[src/rtl/lcd_screen_writer_pkg.sv]
// Shared types, HD44780 command bytes and step-list helpers for the LCD screen writer.
// The 38-step list: 4 init commands, line-1 address, 16 chars, line-2 address, 16 chars.
package lcd_pkg;

  typedef enum logic [1:0] {ST_WAIT_READY, ST_LOAD, ST_XFER, ST_IDLE} state_e;
  typedef enum logic [2:0] {PH_IDLE, PH_SETUP, PH_PULSE, PH_HOLD, PH_WAIT} phase_e;

  localparam logic [7:0] LCD_FUNC_SET = 8'h38;
  localparam logic [7:0] LCD_DISP_ON  = 8'h0C;
  localparam logic [7:0] LCD_CLEAR    = 8'h01;
  localparam logic [7:0] LCD_ENTRY    = 8'h06;
  localparam logic [7:0] LCD_LINE1    = 8'h80;
  localparam logic [7:0] LCD_LINE2    = 8'hC0;

  localparam logic [5:0] REFRESH_STEP = 6'd4;
  localparam logic [5:0] LINE2_STEP   = 6'd21;
  localparam logic [5:0] LAST_STEP    = 6'd37;

  function automatic logic step_is_char(input logic [5:0] step);
    return ((step > REFRESH_STEP) && (step < LINE2_STEP)) || (step > LINE2_STEP);
  endfunction

  function automatic logic [4:0] step_addr(input logic [5:0] step);
    return (step > LINE2_STEP) ? 5'(step - 6'd6) : 5'(step - 6'd5);
  endfunction

  function automatic logic [7:0] step_cmd(input logic [5:0] step);
    case (step)
      6'd0:    return LCD_FUNC_SET;
      6'd1:    return LCD_DISP_ON;
      6'd2:    return LCD_CLEAR;
      6'd3:    return LCD_ENTRY;
      6'd4:    return LCD_LINE1;
      default: return LCD_LINE2;
    endcase
  endfunction

  // Control codes and DEL would be interpreted by the panel; show them as blanks.
  function automatic logic [7:0] char_filter(input logic [7:0] c);
    return ((c < 8'h20) || (c == 8'h7F)) ? 8'h20 : c;
  endfunction

endpackage

[src/rtl/lcd_screen_writer_strobe.sv]
// One-byte LCD bus transfer: SETUP, EN pulse, HOLD, then the controller execution wait.
// done_o is high in the last WAIT cycle so the caller can chain the next byte without a gap.
module lcd_bus_strobe
  import lcd_pkg::*;
#(
  parameter int unsigned EN_HIGH_CYC   = 16,
  parameter int unsigned SETUP_CYC     = 4,
  parameter int unsigned CMD_WAIT_CYC  = 100000,
  parameter int unsigned CHAR_WAIT_CYC = 2500
) (
  input  logic iCLK,
  input  logic FORCE_RESET,
  input  logic start_i,
  input  logic abort_i,
  input  logic long_wait_i,
  output logic en_o,
  output logic done_o
);

  localparam int unsigned MAX_A   = (EN_HIGH_CYC > SETUP_CYC) ? EN_HIGH_CYC : SETUP_CYC;
  localparam int unsigned MAX_B   = (CMD_WAIT_CYC > CHAR_WAIT_CYC) ? CMD_WAIT_CYC : CHAR_WAIT_CYC;
  localparam int unsigned MAX_CYC = (MAX_A > MAX_B) ? MAX_A : MAX_B;
  localparam int unsigned CNT_W   = (MAX_CYC > 1) ? $clog2(MAX_CYC) : 1;

  phase_e             phase_q, phase_d;
  logic [CNT_W-1:0]   cnt_q, cnt_d;
  logic               long_q, long_d;
  logic               en_q, en_d;

  function automatic logic [CNT_W-1:0] reload(input int unsigned n);
    return CNT_W'(n - 1);
  endfunction

  always_comb begin
    phase_d = phase_q;
    cnt_d   = cnt_q;
    long_d  = long_q;
    done_o  = 1'b0;
    if (cnt_q != '0) cnt_d = cnt_q - CNT_W'(1);
    case (phase_q)
      PH_IDLE: if (start_i) begin
        phase_d = PH_SETUP;
        cnt_d   = reload(SETUP_CYC);
        long_d  = long_wait_i;
      end
      PH_SETUP: if (cnt_q == '0) begin
        phase_d = PH_PULSE;
        cnt_d   = reload(EN_HIGH_CYC);
      end
      PH_PULSE: if (cnt_q == '0) begin
        phase_d = PH_HOLD;
        cnt_d   = reload(SETUP_CYC);
      end
      PH_HOLD: if (cnt_q == '0) begin
        phase_d = PH_WAIT;
        cnt_d   = long_q ? reload(CMD_WAIT_CYC) : reload(CHAR_WAIT_CYC);
      end
      PH_WAIT: if (cnt_q == '0) begin
        phase_d = PH_IDLE;
        done_o  = 1'b1;
      end
      default: phase_d = PH_IDLE;
    endcase
    if (abort_i) begin
      phase_d = PH_IDLE;
      cnt_d   = '0;
      done_o  = 1'b0;
    end
    en_d = (phase_d == PH_PULSE);
  end

  always_ff @(posedge iCLK or negedge FORCE_RESET) begin
    if (!FORCE_RESET) begin
      phase_q <= PH_IDLE;
      cnt_q   <= '0;
      long_q  <= 1'b0;
      en_q    <= 1'b0;
    end else begin
      phase_q <= phase_d;
      cnt_q   <= cnt_d;
      long_q  <= long_d;
      en_q    <= en_d;
    end
  end

  assign en_o = en_q;

endmodule

[src/rtl/lcd_screen_writer.sv]
// HD44780 16x2 sequencer: init on panel-ready, then 32 chars from the text buffer; refresh skips init.
// Dropping iREADY aborts at the next edge; LCD_DATA/RS only change in the second LOAD cycle.
module lcd_screen_writer
  import lcd_pkg::*;
#(
  parameter int unsigned EN_HIGH_CYC   = 16,
  parameter int unsigned SETUP_CYC     = 4,
  parameter int unsigned CMD_WAIT_CYC  = 100000,
  parameter int unsigned CHAR_WAIT_CYC = 2500
) (
  input  logic       iCLK,
  input  logic       FORCE_RESET,
  input  logic       iREADY,
  input  logic       iREFRESH,
  output logic [4:0] oCHAR_ADDR,
  input  logic [7:0] iCHAR_DATA,
  output logic [7:0] LCD_DATA,
  output logic       LCD_RS,
  output logic       LCD_RW,
  output logic       LCD_EN,
  output logic       oBUSY,
  output logic       oDONE
);

  state_e      state_q, state_d;
  logic [5:0]  step_q, step_d;
  logic        load_ph_q, load_ph_d;
  logic [7:0]  data_q, data_d;
  logic        rs_q, rs_d;
  logic [4:0]  addr_q, addr_d;
  logic        pending_q, pending_d;
  logic        start, abort, long_wait, xfer_done;
  logic [7:0]  load_byte;

  always_comb begin
    state_d   = state_q;
    step_d    = step_q;
    load_ph_d = load_ph_q;
    data_d    = data_q;
    rs_d      = rs_q;
    addr_d    = addr_q;
    pending_d = pending_q;
    start     = 1'b0;
    abort     = 1'b0;
    long_wait = 1'b0;
    load_byte = step_is_char(step_q) ? char_filter(iCHAR_DATA) : step_cmd(step_q);
    case (state_q)
      ST_WAIT_READY: if (iREADY) begin
        step_d    = '0;
        state_d   = ST_LOAD;
        load_ph_d = 1'b0;
      end
      ST_LOAD: if (!load_ph_q) begin
        load_ph_d = 1'b1;
      end else begin
        data_d    = load_byte;
        rs_d      = step_is_char(step_q);
        long_wait = (load_byte == LCD_CLEAR);
        start     = 1'b1;
        state_d   = ST_XFER;
      end
      ST_XFER: if (xfer_done) begin
        if (step_q == LAST_STEP) begin
          state_d = ST_IDLE;
        end else begin
          step_d    = step_q + 6'd1;
          state_d   = ST_LOAD;
          load_ph_d = 1'b0;
        end
      end
      ST_IDLE: if (pending_q || iREFRESH) begin
        pending_d = 1'b0;
        step_d    = REFRESH_STEP;
        state_d   = ST_LOAD;
        load_ph_d = 1'b0;
      end
      default: state_d = ST_WAIT_READY;
    endcase
    if (iREFRESH && (state_q != ST_IDLE) && (state_q != ST_WAIT_READY)) pending_d = 1'b1;
    // Abort overrides everything, including a refresh arriving in the same cycle.
    if (!iREADY && (state_q != ST_WAIT_READY)) begin
      state_d   = ST_WAIT_READY;
      step_d    = '0;
      load_ph_d = 1'b0;
      pending_d = 1'b0;
      start     = 1'b0;
      abort     = 1'b1;
    end
    // Address is presented in LOAD cycle 1 so buffer data lands in cycle 2.
    if ((state_d == ST_LOAD) && !load_ph_d && step_is_char(step_d)) addr_d = step_addr(step_d);
  end

  always_ff @(posedge iCLK or negedge FORCE_RESET) begin
    if (!FORCE_RESET) begin
      state_q   <= ST_WAIT_READY;
      step_q    <= '0;
      load_ph_q <= 1'b0;
      data_q    <= '0;
      rs_q      <= 1'b0;
      addr_q    <= '0;
      pending_q <= 1'b0;
    end else begin
      state_q   <= state_d;
      step_q    <= step_d;
      load_ph_q <= load_ph_d;
      data_q    <= data_d;
      rs_q      <= rs_d;
      addr_q    <= addr_d;
      pending_q <= pending_d;
    end
  end

  lcd_bus_strobe #(
    .EN_HIGH_CYC  (EN_HIGH_CYC),
    .SETUP_CYC    (SETUP_CYC),
    .CMD_WAIT_CYC (CMD_WAIT_CYC),
    .CHAR_WAIT_CYC(CHAR_WAIT_CYC)
  ) u_strobe (
    .iCLK       (iCLK),
    .FORCE_RESET(FORCE_RESET),
    .start_i    (start),
    .abort_i    (abort),
    .long_wait_i(long_wait),
    .en_o       (LCD_EN),
    .done_o     (xfer_done)
  );

  assign oCHAR_ADDR = addr_q;
  assign LCD_DATA   = data_q;
  assign LCD_RS     = rs_q;
  assign LCD_RW     = 1'b0;
  assign oBUSY      = (state_q != ST_IDLE);
  assign oDONE      = (state_q == ST_IDLE);

endmodule
[config.mk]
export PLATFORM = sky130hd
export DESIGN_NAME = lcd_screen_writer
export DESIGN_NICKNAME = d
export VERILOG_FILES = /design/src/rtl/lcd_screen_writer_pkg.sv /design/src/rtl/lcd_screen_writer_strobe.sv /design/src/rtl/lcd_screen_writer.sv
export SDC_FILE = /design/constraint.sdc
export NUM_CORES = 1
export LEC_CHECK = 0
export ABC_AREA = 1
export CORE_MARGIN = 5
export CORE_UTILIZATION = 50
export CTS_CLUSTER_DIAMETER = 60
export DETAILED_ROUTE_END_ITERATION = 16
export DONT_BUFFER_PORTS = 1
export HOLD_SLACK_MARGIN = 0.12
export SLEW_MARGIN = 20
export SYNTH_ARGS = -nofsm -noshare
export SYNTH_HDL_FRONTEND = slang
export SYNTH_SLANG_ARGS = --single-unit
[constraint.sdc]
create_clock -name iCLK -period 3.7 [get_ports iCLK]
set_input_delay 0.555 -clock iCLK [delete_from_list [all_inputs] [get_ports iCLK]]
set_output_delay 0.555 -clock iCLK [all_outputs]
set_load 0.01 [all_outputs]
==> Word level (Yosys, flattened, before mapping) <==
Index checks and enable logic that the tools add are counted.
W data, S select, Z words.
{ "totals": {"mem_bits_ro": 0, "register_bits": 46, "memories": 0, "wordCells": 114, "ram_bits": 0, "latch_bits": 0, "in_bits": 12} }
{ "classes": {"eq_ne": 17, "bitwise_logic": 0, "n_mux": 51, "reduce_logical": 24, "n_shift": 0, "add_sub_neg": 4, "multipliers": 0, "magnitude_cmp": 7, "div_mod_pow": 0} }
{ "op_table": {"columns": ["operator", "n"], "rows": [
  ["$mux W17", 7],
  ["$pmux W17 S4", 1],
  ["$pmux W8 S5", 1],
  ["$mux W6", 5],
  ["$mux W1", 18],
  ["$mux W3", 6],
  ["$pmux W6 S3", 1],
  ["$logic_not A17 Y1", 1],
  ["$reduce_bool A17 Y1", 1],
  ["$sub A17 B1 Y17 const B", 1],
  ["$mux W8", 2],
  ["$pmux W3 S5", 1],
  ["$eq A6 B2 Y1 const B", 2],
  ["$gt A6 B3 Y1 const B", 2],
  ["$gt A6 B5 Y1 const B", 2],
  ["$lt A6 B5 Y1 const B", 2],
  ["$mux W2", 6],
  ["$sub A5 B3 Y5 const B", 2],
  ["$eq A3 B2 Y1 const B", 3],
  ["$eq A8 B1 Y1 const B", 1],
  ["$eq A8 B7 Y1 const B", 1],
  ["$lt A8 B6 Y1 const B", 1],
  ["$pmux W2 S4", 1],
  ["$logic_and A1 B1 Y1", 7],
  ["19 further kinds", 28]
]} }

==> Longest topological paths before layout <==
Gate-level depths: netlist (run 1).
{ "depth": {"depth_word": 11, "depth_mapped": 23} }

==> By module <==
A second synthesis (run 1) with hierarchy kept.
{ "unflattened": {"cells_unflattened": 525, "area_unflattened_um2": 3409.5} }
{ "modules_own_cells": {"columns": ["mod", "area_each_um2", "cells_per_inst", "seq_area_each_um2", "instances"], "rows": [
  ["lcd_screen_writer", 1819.2, 287, 600.6, 1],
  ["lcd_bus_strobe", 1590.3, 238, 550.5, 1]
]} }

==> Least setup slack after synthesis (run 1) <==
OpenSTA, ideal clock, no wires.
{ "synth_timing": {"path_kind": "register -> register", "startpoint": "reg u_strobe.cnt_q[0]", "endpoint": "reg addr_q[4] (netlist: oCHAR_ADDR[4])", "setup_slack_ns": 1.167, "stages_incl_launch_ff": 23, "synth_period_minus_slack_ns": 2.533, "arrival_time_ns": 2.416, "cell_sequence": "dfrtp_1 > inv_1 > ha_1 > inv_1 > nor2_1 > nand2_1 > nor2_8 > nand4_2 > nor2_1 > nor2_1 > a21oi_1 > inv_1 > ha_1 > inv_1 > nand3_1 > nand2_1 > nand2_2 > nand2_4 > nand2_2 > nand2_1 > nor2_2 > nand2_1 > nand2_1"} }
{ "synth_via": {"elab_chain_cells": 11, "word_cells_on_any_way": 25, "classes_between": "2 x add/sub; 3 x order compare; 1 x eq/ne; 13 x mux; 6 x reduce/logical"} }
{ "synth_rtl": {"columns": ["item", "line_no", "source"], "rows": [
  ["start: declaration", "lcd_screen_writer_strobe.sv:26", "logic [CNT_W-1:0] cnt_q, cnt_d;"],
  ["start signal: assignment", "lcd_screen_writer_strobe.sv:80", "cnt_q <= cnt_d;"],
  ["$logic_not A17 Y1 *", "lcd_screen_writer_strobe.sv:58", "PH_WAIT: if (cnt_q == '0) begin"],
  ["$mux W1 *", "lcd_screen_writer_strobe.sv:58", null],
  ["$mux W1 *", "lcd_screen_writer_strobe.sv:40", "case (phase_q)"],
  ["$mux W1 *", "lcd_screen_writer_strobe.sv:64", "if (abort_i) begin"],
  ["$mux W6 *", "lcd_screen_writer.sv:62", "ST_XFER: if (xfer_done) begin"],
  ["$pmux W6 S3 *", "lcd_screen_writer.sv:47", "case (state_q)"],
  ["$mux W6 *", "lcd_screen_writer.sv:81", "if (!iREADY && (state_q != ST_WAIT_READY)) begin"],
  ["named net step_d[1]", "lcd_screen_writer.sv:26", "logic [5:0] step_q, step_d;"],
  ["$gt A6 B3 Y1 or $lt A6 B5 Y1 (tied branches)", "lcd_screen_writer_pkg.sv:20", "return ((step > REFRESH_STEP) && (step < LINE2_STEP)) || (step > LINE2_STEP);"],
  ["$logic_and A1 B1 Y1", "lcd_screen_writer_pkg.sv:20", null],
  ["$logic_or A1 B1 Y1", "lcd_screen_writer_pkg.sv:20", null],
  ["$logic_and A1 B1 Y1", "lcd_screen_writer.sv:90", "if ((state_d == ST_LOAD) && !load_ph_d && step_is_char(step_d)) addr_d = step_addr(step_d);"],
  ["end signal: assignment", "lcd_screen_writer.sv:108", "addr_q <= addr_d;"],
  ["end: declaration", "lcd_screen_writer.sv:30", "logic [4:0] addr_q, addr_d;"]
]} }
Mark *: on every way through the listed nets, which the timed path passes. The rest lies on a longest branch.
A chain may end at the register's enable or synchronous reset.

==> Worst setup path after layout (run 1) <==
{ "layout_timing": {"startpoint": "reg step_q[1]", "endpoint": "reg addr_q[3] (netlist: oCHAR_ADDR[3])"} }
{ "layout_via": {"elab_chain_cells": 9, "word_cells_on_any_way": 28, "classes_between": "3 x add/sub; 3 x order compare; 2 x eq/ne; 15 x mux; 5 x reduce/logical"} }
{ "layout_rtl": {"columns": ["item", "line_no", "source"], "rows": [
  ["start: declaration", "lcd_screen_writer.sv:26", null],
  ["start signal: assignment", "lcd_screen_writer.sv:104", "step_q <= step_d;"],
  ["$add A6 B1 Y6 or $eq A6 B6 Y1 (tied branches)", "lcd_screen_writer.sv:66, lcd_screen_writer.sv:63", null],
  ["$mux W6", "lcd_screen_writer.sv:63", "if (step_q == LAST_STEP) begin"],
  ["$mux W6", "lcd_screen_writer.sv:62", null],
  ["$pmux W6 S3 *", "lcd_screen_writer.sv:47", null],
  ["$mux W6 *", "lcd_screen_writer.sv:81", null],
  ["named net step_d[1]", "lcd_screen_writer.sv:26", null],
  ["$gt A6 B3 Y1 or $lt A6 B5 Y1 (tied branches)", "lcd_screen_writer_pkg.sv:20", null],
  ["$logic_and A1 B1 Y1", "lcd_screen_writer_pkg.sv:20", null],
  ["$logic_or A1 B1 Y1", "lcd_screen_writer_pkg.sv:20", null],
  ["$logic_and A1 B1 Y1", "lcd_screen_writer.sv:90", null]
]} }
Marks and branches as above.

==> results of run 1 <==
==> state kept, by name, indices dropped and copies added (netlist names) <==
signal / cells
LCD_DATA: 8
u_strobe.phase_q: 3
state_q: 2
u_strobe.en_o: 1
LCD_RS: 1
step_q: 6
u_strobe.cnt_q: 17
oCHAR_ADDR: 5
u_strobe.long_q: 1
pending_q: 1
load_ph_q: 1
==> power groups by stage <==
stage,logic [W],clock network [W],registers [W]
finish,0.00136,0.000383,0.000891
global route,0.00155,0.000419,0.000916
CTS,0.00137,0.000394,0.000892
detailed placement,0.00135,0,0.000902
global placement,0.00133,0,0.000898
floorplan,0.00112,0,0.000841
==> routing by layer <==
layer	share of wire (%)	GRT usage (%)	wire, µm	vias up
met5	0	0	0	-
li1	-	-	-	1454
met2	49	30.7	3630	43
met1	47	25.4	3490	1274
met3	3.1	3.08	227	7
met4	1.1	3.85	80	0
==> worst reg2reg max path: stages (launching register included) <==
cell and delay (ps):
sky130_fd_sc_hd__dfrtp_1 450, sky130_fd_sc_hd__inv_1 140, sky130_fd_sc_hd__ha_1 190, sky130_fd_sc_hd__nand3_1 200, sky130_fd_sc_hd__nand4_2 180, sky130_fd_sc_hd__nand2_2 90, sky130_fd_sc_hd__nand2_1 80, sky130_fd_sc_hd__nand2_1 50
sky130_fd_sc_hd__a21oi_1 280, sky130_fd_sc_hd__inv_1 180, sky130_fd_sc_hd__ha_1 210, sky130_fd_sc_hd__inv_1 80, sky130_fd_sc_hd__nand3_1 110, sky130_fd_sc_hd__nand2_1 90, sky130_fd_sc_hd__nand2_2 80, sky130_fd_sc_hd__nand2_4 110
sky130_fd_sc_hd__nand2_2 60, sky130_fd_sc_hd__nand3b_1 160, sky130_fd_sc_hd__nand2_1 80, sky130_fd_sc_hd__nand2_1 60
==> cell families after synthesis <==
kind of cell               after synthesis
AOI/OAI and AO/OA                       67
xor gates and xnor gates                12
adders and majority gates               13
buffers and inverters                   72
DFF                                     46
other                                    1
and+or+nand+nor                        245
==> worst max path at each step <==
stage,to,slack [ps],startpoint
final,oCHAR_ADDR[3],740,step_q[1]
after global routing,oCHAR_ADDR[1],380,step_q[1]
after CTS,oCHAR_ADDR[3],720,step_q[1]
after detailed placement,oCHAR_ADDR[1],740,step_q[1]
after global placement,oCHAR_ADDR[1],920,u_strobe.cnt_q[1]
after floorplan,oCHAR_ADDR[4],1170,u_strobe.cnt_q[0]
==> repair_timing <==
action / 4_1_cts / 5_1_grt
setup buffers: 0 / 0
hold buffers: 2 / 0
hold endpoints to repair: 46 / 0
==> metrics by stage <==
stage	total power, W	instances	hold WS, ps	instance area (µm²)	utilization [%]
after floorplan	0.00196	456	259	3260	-
after global placement	0.00223	527	261	3330	52.4
after detailed placement	0.00225	527	261	3330	52.4
after CTS	0.00265	537	387	3480	54.8
after global routing	0.00289	537	401	3480	54.8
final	0.00263	537	398	3480	54.8
==> cells in the final DEF, fill, tap and decap left out, types with 7 or more instances in the layout <==
| cell type | count |
|---|---|
| sky130_fd_sc_hd__dfrtp_1 | 46 |
| sky130_fd_sc_hd__a21oi_1 | 19 |
| sky130_fd_sc_hd__nor2_1 | 54 |
| sky130_fd_sc_hd__nand2_2 | 10 |
| sky130_fd_sc_hd__xor2_1 | 7 |
| sky130_fd_sc_hd__nand3_1 | 21 |
| sky130_fd_sc_hd__ha_1 | 13 |
| sky130_fd_sc_hd__nand2_1 | 119 |
| sky130_fd_sc_hd__o21ai_0 | 29 |
| sky130_fd_sc_hd__nor3_1 | 11 |
| sky130_fd_sc_hd__inv_1 | 61 |
==> cell type report <==
class | instances | share of cell area (%)
clock buffers | 5 | 1.98
clock inverters | 3 | 1.29
inverters | 66 | 7.12
multi-input cells | 338 | 52.7
flip-flops and latches | 46 | 33.1
well taps | 77 | 2.77
repair buffers | 2 | 1.08
==> results.txt, run 1 <==
----------------------------------------------------
[Worst setup path]
  CP top delay family ... simple AND/OR/NAND/NOR gates
  Worst reg2reg path endpoint ... oCHAR_ADDR[3]
  Most numerous cell on the critical path ... sky130_fd_sc_hd__nand2_1
  Critical Path Start Type ... flop
  Worst Setup End Kind ... flop
  FF-to-FF Start ... step_q[1]
  Critical path required time ... 3940 ps
  Slowest cell on crit path ... sky130_fd_sc_hd__dfrtp_1
  Crit Path Max Fanout ... 6
  Critical path's largest stage delay ... 450 ps
  Setup slack, reg-to-reg ... 740 ps
  Levels on crit path ... 19
  Signal arrival time at the worst endpoint ... 3200 ps
  Kind of critical path ... flop to flop
  Crit-path cells ... inv_1, ha_1, nand3_1, nand4_2, nand2_2, nand2_1, nand2_1, a21oi_1, inv_1, ha_1, inv_1, nand3_1, nand2_1, nand2_2, nand2_4, nand2_2, nand3b_1, nand2_1, nand2_1
  R2r worst-path depth ... 19
  Worst Path Buf+Inv ... 3

[Synth]
  Most common cell in the synthesized netlist ... sky130_fd_sc_hd__nand2_1
  Post-Synthesis Cells ... 456
  Fraction of registers with async set or reset after synthesis ... 100%
  Syn Nets ... 481
  Multiplexer fraction of the synthesized cell area ... 0%
  Synth Area in XOR/XNOR ... 3.22%
  Yosys warning count ... 0
  Yosys top cell area share ... 35.3%
  Sequential area share after synthesis ... 35.3%
  Post-Synth Adder-Cell Area ... 4.99%
  Largest family of logic cells by synthesized area ... simple AND/OR/NAND/NOR gates
  Yosys cell types ... 40
  Post-synthesis register bit count ... 46
  Complex-gate fraction of the synthesized area ... 12.0%
  Most used DFF post-synth ... sky130_fd_sc_hd__dfrtp_1
  Syn_area_per_cell ... 7.15 µm²
  Share of synthesized cell area in and, or, nand and nor gates ... 35.9%
  Cell type with the largest total area after synthesis ... sky130_fd_sc_hd__dfrtp_1
  Synthesized area ... 0.00326 mm²
  Number of flops mapped to enable cells by yosys ... 0
  Leading post-synthesis cells by instance count ... sky130_fd_sc_hd__nand2_1, sky130_fd_sc_hd__inv_1, sky130_fd_sc_hd__nor2_1
  Biggest area contributors in the synthesized netlist ... sky130_fd_sc_hd__dfrtp_1, sky130_fd_sc_hd__nand2_1, sky130_fd_sc_hd__inv_1

[Timing]
  Highest clock rate ... 338 MHz
  Final setup margin ... 739 ps
  Number of failing hold endpoints at the final stage ... 0
  Total setup violations reported at the end of the flow ... 0
  Accumulated negative setup slack ... 0 ps
  Post-route minimum period ... 2960 ps
  Clock Skews ... 9.19 ps
  Final-report max-slew violation count ... 0
  Final worst path period share ... 80.0%
  Setup repair after global routing missed its margin ... false

[Pwr]
  Power per cell area ... 757 mW/mm²
  Part of the power in registers ... 33.8%
  Leakage ... 1.76 nW
  Gate power share ... 51.6%
  Internal power ... 0.00136 W
  IR drop worst, VDD ... 430 µV
  Net switching component of the power ... 0.00128 W
  Switching fraction of total power ... 48.4%
  Clock power share ... 14.5%

[Clock network]
  Clk buf depth ... 2
  CTS Root Cell ... sky130_fd_sc_hd__clkbuf_8
  Clock latency on the worst-skew pair ... 300 ps
  Quantity of gates resized following cts ... 0
  Number of H-tree branching levels ... 2
  Clock-pin slew on the worst setup and hold paths ... 100 ps
  CTS tree ... yes
  TritonCTS Sinks ... 46
  Number of buffers created by CTS ... 5

[Global route]
  Wire length of the first global-routing pass ... 12800 µm
  Maximum number of pins on one net before global-route repair ... 47
  GRT overflow ... 0
  Antenna violations before repair ... 0
  Via count of the first global-routing pass ... 2615
  Overall Global Routing Usage ... 18.5%

[Final layout]
  Total number of nets in the final design ... 484
  Area growth syn-to-layout ... 6.76%
  Layout filler cell count ... 650
  Area taken by flip-flops and latches ... 0.00115 mm²
  # diodes ... 0
  Combined area of the multi-input logic cells ... 0.00183 mm²
  Fraction of layout cells with a size suffix above 1 ... 10.0%

[Floorplanning]
  Io pins ... 30
  Die area ... 0.00823 mm²
  Vert. Die Dim ... 90.7 µm
  Die extent in x ... 90.7 µm
  Floorplan Core Area ... 0.00635 mm²
  Std cell rows ... 29
  Initial Utilization ... 51.3%

[Worst hold path]
  Hold_sp ... iREADY
  Worst hold endpoint ... state_q[1]
  Hold crit path type ... input port to flop
  Hold Path Cell Cnt ... 2

[Placed design]
  Worst setup timing slack at the placement stage ... 741 ps
  Half-perimeter wire length after detailed placement ... 5630 µm
  Number of I/O port buffers ... 0
  Final weighted congestion in routability-driven placement ... 0.874

[Route]
  Final wirelength ... 7420 µm
  Detailed Route Iter0 Violations ... 95
  Number of iterations in the first detailed-routing pass ... 4
  Average wire per standard cell ... 13.8 µm
  Total vias in the final route ... 2778
  Post-detailed-route DRC marker count ... 0
  Vias per inst ... 5.17
  Count of antenna-violating nets left after detailed routing ... 0

[Run status]
  Outcome ... finished clean

[Run]
  Max-capacitance violation count ... 0

----------------------------------------------------
(Power assumes the default switching activity.)
==> run 2, diff against run 1 <==
==> constraint.sdc (replaced) <==
create_clock -name iCLK -period 2.8 [get_ports iCLK]
set_input_delay 0.42 -clock iCLK [delete_from_list [all_inputs] [get_ports iCLK]]
set_output_delay 0.42 -clock iCLK [all_outputs]
set_load 0.01 [all_outputs]
==> run 2 against run 1 <==
Net effect:
- clock skew hardly changed
- sequential cell count unchanged
- global-route usage increased by 0.66 points
- critical path depth is 3 higher
- largest cell class unchanged
- fmax grew 15%
- clock power grew 58%
- largest power group unchanged
==> results.txt, run 2 (synthesized netlist as in run 1, its figures left out) <==
----------------------------------------------------
[Route]
  Average wire per standard cell ... 13.7 µm (-1.1%)
  Number of iterations in the first detailed-routing pass ... 4 (unchanged)
  Post-detailed-route DRC marker count ... 0 (unchanged)
  Detailed Route Iter0 Violations ... 90 (-5.3%)
  Vias per inst ... 5.23 (+1.0%)
  Count of antenna-violating nets left after detailed routing ... 0 (unchanged)
  Total vias in the final route ... 2895 (+4.2%)
  Final wirelength ... 7580 µm (+2.1%)

[Final layout]
  Max reg flops ... 17 (unchanged)
  Number of non-filler instances in the completed layout ... 554 (+3.2%)
  Commonest non-fill, non-tap cell in the layout ... sky130_fd_sc_hd__nand2_1
  Layout filler cell count ... 617 (-5.1%)
  Fraction of layout cells with a size suffix above 1 ... 14.9% (+4.9 points)
  Most flop-heavy register ... u_strobe.cnt_q
  # diodes ... 0 (unchanged)
  Commonest cells after routing, fill and taps aside ... sky130_fd_sc_hd__nand2_1, sky130_fd_sc_hd__inv_1, sky130_fd_sc_hd__nor2_1
  Cell area after layout ... 0.00366 mm² (+5.2%)
  Area growth syn-to-layout ... 12.3%
  Total number of nets in the final design ... 501 (+3.5%)

[Timing]
  Total setup violations reported at the end of the flow ... 0 (unchanged)
  Clock Skews ... 9.46 ps (+0.275 ps)
  Final hold slack ... 257 ps (-140 ps)
  Final-report max-slew violation count ... 0 (unchanged)
  Post-route minimum period ... 2580 ps (-378 ps)
  Number of failing hold endpoints at the final stage ... 0 (unchanged)
  Final setup margin ... 217 ps (-522 ps)
  Final worst path period share ... 92.2% (+12 points)
  Highest clock rate ... 387 MHz (+15%)

[Global route]
  Via count of the first global-routing pass ... 2874 (+9.9%)
  Most used routing layer ... met2
  Met3 Resource Use GR ... 2.17% (-0.92 points)
  Met2 GRT Util ... 32.4% (+1.8 points)
  GRT overflow ... 0 (unchanged)
  Antenna violations before repair ... 0 (unchanged)
  Maximum number of pins on one net before global-route repair ... 47 (unchanged)
  Overall Global Routing Usage ... 19.2% (+0.66 points)
  Wire length of the first global-routing pass ... 13000 µm (+2.3%)
  GRT met1 Usage ... 24.9% (-0.43 points)

[Worst setup path]
  Worst reg2reg path endpoint ... oCHAR_ADDR[2]
  FF-to-FF Start ... u_strobe.cnt_q[1]
  Signal arrival time at the worst endpoint ... 2840 ps (-360 ps)
  Crit Path Max Fanout ... 5 (-1)
  Setup slack, reg-to-reg ... 220 ps (-520 ps)
  Kind of critical path ... flop to flop
  Critical path's largest stage delay ... 400 ps (-50 ps)
  Critical path required time ... 3050 ps (-890 ps)
  Slowest cell on crit path ... sky130_fd_sc_hd__dfrtp_1
  R2r worst-path depth ... 22 (+3)
  Crit-path cells ... inv_1, ha_1, inv_1, nor2_2, nand2_2, nor2_8, nand4_4, nor2_2, nor2_1, a21oi_2, inv_2, ha_1, inv_2, nand3_2, nand2_1, nand2_2, nand2_4, buf_4, nand3b_1, nand2_1, nand2_1, nand2_1
  Critical Path Start Type ... flop
  Worst Setup End Kind ... flop
  Most numerous cell on the critical path ... sky130_fd_sc_hd__nand2_1

[Clock network]
  Clk buf depth ... 2 (unchanged)
  TritonCTS Sinks ... 46 (unchanged)
  CTS tree ... yes
  CTS Root Cell ... sky130_fd_sc_hd__clkbuf_8
  Number of H-tree branching levels ... 2 (unchanged)
  Clock latency on the worst-skew pair ... 310 ps (about the same)
  Clock-pin slew on the worst setup and hold paths ... 90 ps (about the same)
  Number of buffers created by CTS ... 5 (unchanged)

[Placed design]
  Worst setup timing slack at the placement stage ... 76.6 ps (-664 ps)
  Number of placed cells counting well taps ... 537 (+1.9%)
  Half-perimeter wire length after detailed placement ... 5880 µm (+4.4%)
  Number of I/O port buffers ... 0 (unchanged)
  Final weighted congestion in routability-driven placement ... 0.875 (+0.11%)
  Placed standard-cell area ... 0.00340 mm² (+2.3%)

[Floorplanning]
  Vert. Die Dim ... 90.7 µm (unchanged)
  Die extent in x ... 90.7 µm (unchanged)
  Die area ... 0.00823 mm² (unchanged)
  Io pins ... 30 (unchanged)
  Std cell rows ... 29 (unchanged)
  Initial Utilization ... 51.3% (unchanged)
  Floorplan Core Area ... 0.00635 mm² (unchanged)

[Pwr]
  Power per cell area ... 1020 mW/mm² (+35%)
  Leakage ... 1.87 nW (+6.1%)
  IR drop worst, VDD ... 720 µV (+67%)

[Worst hold path]
  Hold crit path type ... input port to flop
  Hold_sp ... iREADY
  Hold Path Cell Cnt ... 2 (unchanged)
  Worst hold endpoint ... state_q[0]

[Run status]
  Outcome ... finished clean

[Run]
  Max-capacitance violation count ... 0 (unchanged)

----------------------------------------------------
run 2: changes by cell type in the layout (fill, tap and decap cells not counted), sizes merged:
| cell | change |
|---|---|
| clkinv | +1 |
| buf | +17 |
| clkinvlp | -2 |
| bufinv | +1 |
run 2: final cells by class:
class                           count  area, µm²  share of cell area (%)
Sequential cell                    46       1150                    31.4
Tap cell                           77       96.3                    2.63
Multi-Input combinational cell    338       1860                    50.9
Timing Repair Buffer               19        165                    4.51
Clock buffer                        5       68.8                    1.88
Clock inverter                      3       68.8                    1.88
Inverter                           66        248                    6.77
run 2: how the worst max path moves through the flow:
stage	start	cells after the start	slack (ps)	endpoint
after floorplan	u_strobe.cnt_q[0]	22	270	oCHAR_ADDR[4]
after global placement	u_strobe.cnt_q[0]	21	140	oCHAR_ADDR[1]
after detailed placement	u_strobe.cnt_q[0]	21	80	oCHAR_ADDR[1]
after CTS	u_strobe.cnt_q[0]	21	60	oCHAR_ADDR[1]
after global routing	u_strobe.cnt_q[1]	21	-10	oCHAR_ADDR[4]
final	u_strobe.cnt_q[1]	22	220	oCHAR_ADDR[2]
run 2: critical path, delay by kind of cell (launching register included):
kind	cells	cell delay, ps
AO/OA/AOI/OAI	1	200
flip-flops	1	400
AND/OR/NAND/NOR	14	1210
adder cells (fa/ha/maj)	2	330
buffers and inverters	5	380
run 2: what timing repair did:
action / 4_1_cts / 5_1_grt
buffers inserted: 0 / 7
hold buffers: 2 / 0
endpoints found under the hold margin: 46 / 0
setup endpoints to repair: 0 / 5
resized for setup: 0 / 9
run 2: through the flow:
stage               total power (W)  setup TNS [ps]  util [%]
floorplan                   0.00259               0         -
global placement            0.00301               0      53.6
detailed placement          0.00304               0      53.6
CTS                         0.00367               0      56.4
global route                0.00407           -32.0      57.7
finish                      0.00373               0      57.7
run 2: layer usage:
metal / share of wire [%] / vias to the layer above
li1: - / 1485
met1: 47 / 1345
met2: 48 / 50
met3: 3.2 / 15
met4: 2.0 / 0
met5: 0 / -
run 2: power by group:
group	switching, W	internal [W]	leakage (nW)
Clock	0.000247	0.000358	0.0683
Sequential	0.000242	0.000907	0.601
Combinational	0.00126	0.000723	1.20
Total	0.00175	0.00199	1.87
